`config.mk`:
```
export PLATFORM = sky130hd
export DESIGN_NAME = id_ex_reg
export DESIGN_NICKNAME = d
export VERILOG_FILES = /design/src/rtl/id_ex_reg.sv
export SDC_FILE = /design/constraint.sdc
export NUM_CORES = 1
export LEC_CHECK = 0
export CAP_MARGIN = 20
export CORE_MARGIN = 8
export CORE_UTILIZATION = 34
export DETAILED_ROUTE_END_ITERATION = 6
export PLACE_DENSITY = 0.71
export SETUP_SLACK_MARGIN = 0.15
export SYNTH_ARGS = -nofsm -noshare
export SYNTH_HDL_FRONTEND = slang
export SYNTH_SLANG_ARGS = --single-unit
```
`constraint.sdc`:
```
create_clock -name clk_i -period 1.7 [get_ports clk_i]
set_clock_uncertainty 0.1 [all_clocks]
set_input_delay 0.17 -clock clk_i [delete_from_list [all_inputs] [get_ports clk_i]]
set_output_delay 0.17 -clock clk_i [all_outputs]
set_load 0.05 [all_outputs]
```
`src/rtl/id_ex_reg.sv`:
```
`default_nettype none
// +----------------------------------------------------------------------+
// | Module  : id_ex_reg                                                  |
// | Brief   : ID/EX pipeline register with flush/stall bubbles, a        |
// |           saturating bubble counter and optional load-use detection  |
// |           (enabled by defining ID_EX_HAZARD_DETECT_EN).              |
// | Revision: 1.0                                                        |
// +----------------------------------------------------------------------+
module id_ex_reg (
  input  logic        clk_i,
  input  logic        rst_i,
  input  logic        valid_i,
  input  logic        stall_i,
  input  logic        flush_i,
  input  logic [6:0]  ctrl_i,
  input  logic [31:0] rs1_data_i,
  input  logic [31:0] rs2_data_i,
  input  logic [31:0] imm_i,
  input  logic [9:0]  funct_i,
  input  logic [4:0]  rs1_addr_i,
  input  logic [4:0]  rs2_addr_i,
  input  logic [4:0]  rd_addr_i,
  output logic [6:0]  ctrl_o,
  output logic [31:0] rs1_data_o,
  output logic [31:0] rs2_data_o,
  output logic [31:0] imm_o,
  output logic [9:0]  funct_o,
  output logic [4:0]  rs1_addr_o,
  output logic [4:0]  rs2_addr_o,
  output logic [4:0]  rd_addr_o,
  output logic        valid_o,
  output logic        hazard_stall_o,
  output logic [15:0] bubble_cnt_o
);

  // ctrl layout: {RegWrite, MemToReg, MemRead, MemWrite, ALUOp[1:0], ALUSrc}
  localparam int          c_MEMREAD_BIT = 4;
  localparam logic [15:0] c_CNT_MAX     = 16'hFFFF;

  logic        r_valid;
  logic [6:0]  r_ctrl;
  logic [31:0] r_rs1_data;
  logic [31:0] r_rs2_data;
  logic [31:0] r_imm;
  logic [9:0]  r_funct;
  logic [4:0]  r_rs1_addr;
  logic [4:0]  r_rs2_addr;
  logic [4:0]  r_rd_addr;
  logic [15:0] r_bubble_cnt;

  logic        w_hazard;
  logic        w_insert_bubble;
  logic [15:0] w_bubble_cnt_next;

`ifdef ID_EX_HAZARD_DETECT_EN
  // Load in EX whose destination feeds the instruction now in ID.
  assign w_hazard = r_valid & valid_i & r_ctrl[c_MEMREAD_BIT]
                  & (r_rd_addr != 5'd0)
                  & ((r_rd_addr == rs1_addr_i) | (r_rd_addr == rs2_addr_i));
`else
  assign w_hazard = 1'b0;
`endif

  // Flush beats stall; a hazard bubble only happens when nothing else acts.
  assign w_insert_bubble   = flush_i | (~stall_i & w_hazard);
  assign w_bubble_cnt_next = (r_bubble_cnt == c_CNT_MAX) ? r_bubble_cnt
                                                         : r_bubble_cnt + 16'd1;

  always_ff @(posedge clk_i or negedge rst_i) begin
    if (!rst_i) begin
      r_valid      <= 1'b0;
      r_ctrl       <= '0;
      r_rs1_data   <= '0;
      r_rs2_data   <= '0;
      r_imm        <= '0;
      r_funct      <= '0;
      r_rs1_addr   <= '0;
      r_rs2_addr   <= '0;
      r_rd_addr    <= '0;
      r_bubble_cnt <= '0;
    end else if (w_insert_bubble) begin
      r_valid      <= 1'b0;
      r_ctrl       <= '0;
      r_rs1_data   <= '0;
      r_rs2_data   <= '0;
      r_imm        <= '0;
      r_funct      <= '0;
      r_rs1_addr   <= '0;
      r_rs2_addr   <= '0;
      r_rd_addr    <= '0;
      r_bubble_cnt <= w_bubble_cnt_next;
    end else if (!stall_i) begin
      r_valid      <= valid_i;
      r_ctrl       <= valid_i ? ctrl_i : 7'd0;
      r_rs1_data   <= rs1_data_i;
      r_rs2_data   <= rs2_data_i;
      r_imm        <= imm_i;
      r_funct      <= funct_i;
      r_rs1_addr   <= rs1_addr_i;
      r_rs2_addr   <= rs2_addr_i;
      r_rd_addr    <= rd_addr_i;
    end
  end

  assign valid_o        = r_valid;
  assign ctrl_o         = r_ctrl;
  assign rs1_data_o     = r_rs1_data;
  assign rs2_data_o     = r_rs2_data;
  assign imm_o          = r_imm;
  assign funct_o        = r_funct;
  assign rs1_addr_o     = r_rs1_addr;
  assign rs2_addr_o     = r_rs2_addr;
  assign rd_addr_o      = r_rd_addr;
  assign bubble_cnt_o   = r_bubble_cnt;
  assign hazard_stall_o = w_hazard;

endmodule
`default_nettype wire

```
==> flow_summary_export.csv <==
group,metric,value,unit
worst_setup_path,crit_chain,"ha_4, nand4_1, o21ai_0, nor4_1, xor2_1",
route,first_pass_iters,6,
timing,fin_crit_sh,103,%
cts,htreeDepth,4,
finish,finalNonFillerCells,1024,
pwr,seqPwrFrac,39.6,%
finish,syn_to_final_growth,58.1,%
timing,finalHoldViolCount,0,
cts,cts_buffers,17,
finish,fin_util,54.7,%
worst_setup_path,cp-start-kind,"flip-flop",
finish,n_antenna_cell,0,
floorplan,die_y,148,um
global_routing,overflow,0,
floorplan,die_w,148,um
timing,period_minus_slack,1760,ps
timing,tightest_slew,866,ps
placed_design,pre_cts_ws,6.92,ps
floorplan,start_util,34.6,%
route,ant_nets,0,
synthesis,syn_inst,501,
worst_setup_path,cp-end-kind,"flip-flop",
route,drt_wl_total,18.4,mm
pwr,power_leakage,4.77,nW
finish,drive_above_1_share,28.7,%
synthesis,synth_seq_cells,145,
timing,maxSlewViolCount,0,
pwr,comb_power_share,24.3,%
synthesis,yosysMostFrequentCell,"dfrtp_1",
placed_design,hpwlAfterDp,13.7,mm
worst_setup_path,arrival,1930,ps
run_status,status,"finished with violations",
route,vias,4789,
global_routing,antenna_found_initial,0,
synthesis,synth_cell_types,35,
synthesis,yosys-top-cells-area,"dfrtp_1, mux2i_1, nor2_1",
floorplan,io_pins,279,
synthesis,synth_edf_count,0,
synthesis,synth_warnings,0,
timing,fmaxAchievable,569,MHz
floorplan,rows,48,
finish,fillers,1494,
cts,clockBufferDepth,2,
synthesis,synth_nets,635,
cts,clock_latency,410,ps
worst_setup_path,slowest_delay,490,ps
placed_design,place_congestion,0.775,
global_routing,grt_pass1_wl,28.4,mm
global_routing,grt_pass1_vias,5180,
finish,nets,920,
cts,cts_root_buf,"clkbuf_16",
pwr,clock_power_share,36.1,%
worst_setup_path,worstSetupPathType,"reg2reg",
placed_design,dpl-instance-area,8710,sq um
synthesis,yosysTopAreaCell,"dfrtp_1",
synthesis,syn_area_per_cell,11.9,sq um
pwr,switchingPower,3.12,mW
synthesis,netlist_area,5960,sq um
worst_setup_path,reg2regPathDepth,5,
flow_run,maxCapViolCount,0,
hold_path,hold_path_class,"in2reg",
synthesis,synth_flop_cell,"dfrtp_1",
pwr,p_sw_share,31.2,%
timing,fin_ws,-58.1,ps
pwr,peakVddDrop,0.621,mV
finish,final_area,9420,sq um
floorplan,die-area,22000,sq um
synthesis,synth_common_cells,"dfrtp_1, nor2_1, mux2i_1",
route,wl_per_cell,17.9,um
cts,cts_tree,"done",
pwr,power_density,1060,nW/um^2
pwr,p_int,6.89,mW
global_routing,grt_usage,16.5,%
worst_setup_path,crit_fanout,4,
synthesis,async_flop_share,100,%
worst_setup_path,slowest_stage,"o21ai_0",
floorplan,core_area,17200,sq um
hold_path,min_path_cells,3,
placed_design,io_buffer_count,277,
run_status,violations,"setup timing",
timing,finalSetupViolCount,3,
synthesis,yosysTopAreaCellShare,60.9,%
worst_setup_path,cp_data_required_time,1870,ps
route,drt_iter0_markers,136,
timing,relSlewSlack,42.2,%
route,vias_per_cell,4.68,
route,post-route-drc-count,0,
timing,rsz0062_at_grt,"true",
cts,numClockSinks,145,
placed_design,dp.cells,984,
cts,path_clk_slew,60,ps
global_routing,grt_max_degree,88,
synthesis,yosysSeqAreaShare,60.9,%
## registers in the layout (all words and copies together), names as in the netlist
register      count
imm_o            32
rs1_data_o       32
rs2_data_o       32
bubble_cnt_o     16
funct_o          10
ctrl_o            7
rd_addr_o         5
rs1_addr_o        5
rs2_addr_o        5
valid_o           1
## cells by family (layout without fill, tap and decap cells)
logic type               after synthesis  count (layout)  synth area share (%)
AO/OA/AOI/OAI                         15              15                  1.47
XOR/XNOR                              11              11                  1.62
AND/OR/NAND/NOR                      173             173                  12.7
buffers and inverters                 32             330                  2.39
multiplexers                         123             123                  20.7
flip-flops                           145             145                  60.9
adder cells (fa/ha/maj)                1               1                 0.210
other                                  1               1                0.0629
## per-layer routing
metal / routed length, um / GRT usage [%]
met1: 6930 / 17.8
met5: 0 / 0
met4: 336 / 5.86
met2: 9630 / 28.9
met3: 1460 / 6.26
## stage by stage
stage / power, mW / hold WS (ps) / TNS (ps)
final: 10.0 / 67.0 / -87.9
after global routing: 10.4 / 72.9 / -512
after CTS: 10.1 / 45.4 / 0
after detailed placement: 6.39 / 29.5 / 0
after global placement: 6.34 / 20.8 / 0
after floorplan: 5.37 / -226 / -166
## critical path, delay by kind of cell, from the launching register on
family	cells	cell delay, ps
compound gates	1	490
flops	1	410
simple gates	2	310
xor+xnor	1	160
fa+ha+maj	1	150
## layout by cell type (no fill, tap or decap), types with 2 or more instances in the layout
cell type	count
nand4_2	2
nor4_4	2
buf_4	158
clkbuf_1	3
nand3_1	4
nand2_1	8
clkbuf_16	17
and3_1	2
bufinv_16	2
dfrtp_1	129
mux2i_1	121
xnor2_2	2
clkbuf_8	2
clkinv_2	5
a31oi_1	2
clkdlybuf4s50_1	129
xor2_1	5
and4_4	2
xnor2_1	4
nand4_1	5
dfrtp_2	16
nor2_1	138
buf_12	5
o21ai_0	3
buf_6	4
a21oi_1	8
clkinv_4	2
## repair_timing
| action | 4_1_cts | 5_1_grt |
|---|---|---|
| endpoints found under the hold margin | 110 | 0 |
| pin swaps | 3 | 8 |
| hold buffers | 1 | 0 |
| endpoints found under the setup margin | 9 | 16 |
| setup buffers | 4 | 3 |
| resized for setup | 5 | 7 |
## power groups by stage
stage                     registers (mW)  logic, mW  clock network, mW
after detailed placement            4.01       2.38                  0
final                               3.96       2.43               3.61
after global routing                3.99       2.57               3.86
after global placement              3.99       2.35                  0
after CTS                           3.96       2.43               3.71
after floorplan                     4.84      0.527                  0
## final cells by class
cell class	count	area [sq um]	share of cell area, %
flip-flops and latches	145	3650	38.7
repair buffers	297	2630	27.9
multi-input cells	324	2280	24.2
clock buffers	22	464	4.93
well taps	225	282	2.99
clock inverters	10	110	1.17
inverters	1	3.75	0.0398
## path summary, 6_finish.rpt
path,startpoint,endpoint,slack (ps)
worst max-delay path,bubble_cnt_o[1],bubble_cnt_o[15],-60
worst min-delay path,stall_i,imm_o[24],70
worst max register to register,bubble_cnt_o[1],bubble_cnt_o[15],-60
worst min register to register,bubble_cnt_o[15],bubble_cnt_o[15],390
max in group asynchronous,rst_i,bubble_cnt_o[15],700
min in group asynchronous,rst_i,rs1_data_o[20],150
No activity file was read; power rests on OpenSTA's default activity.
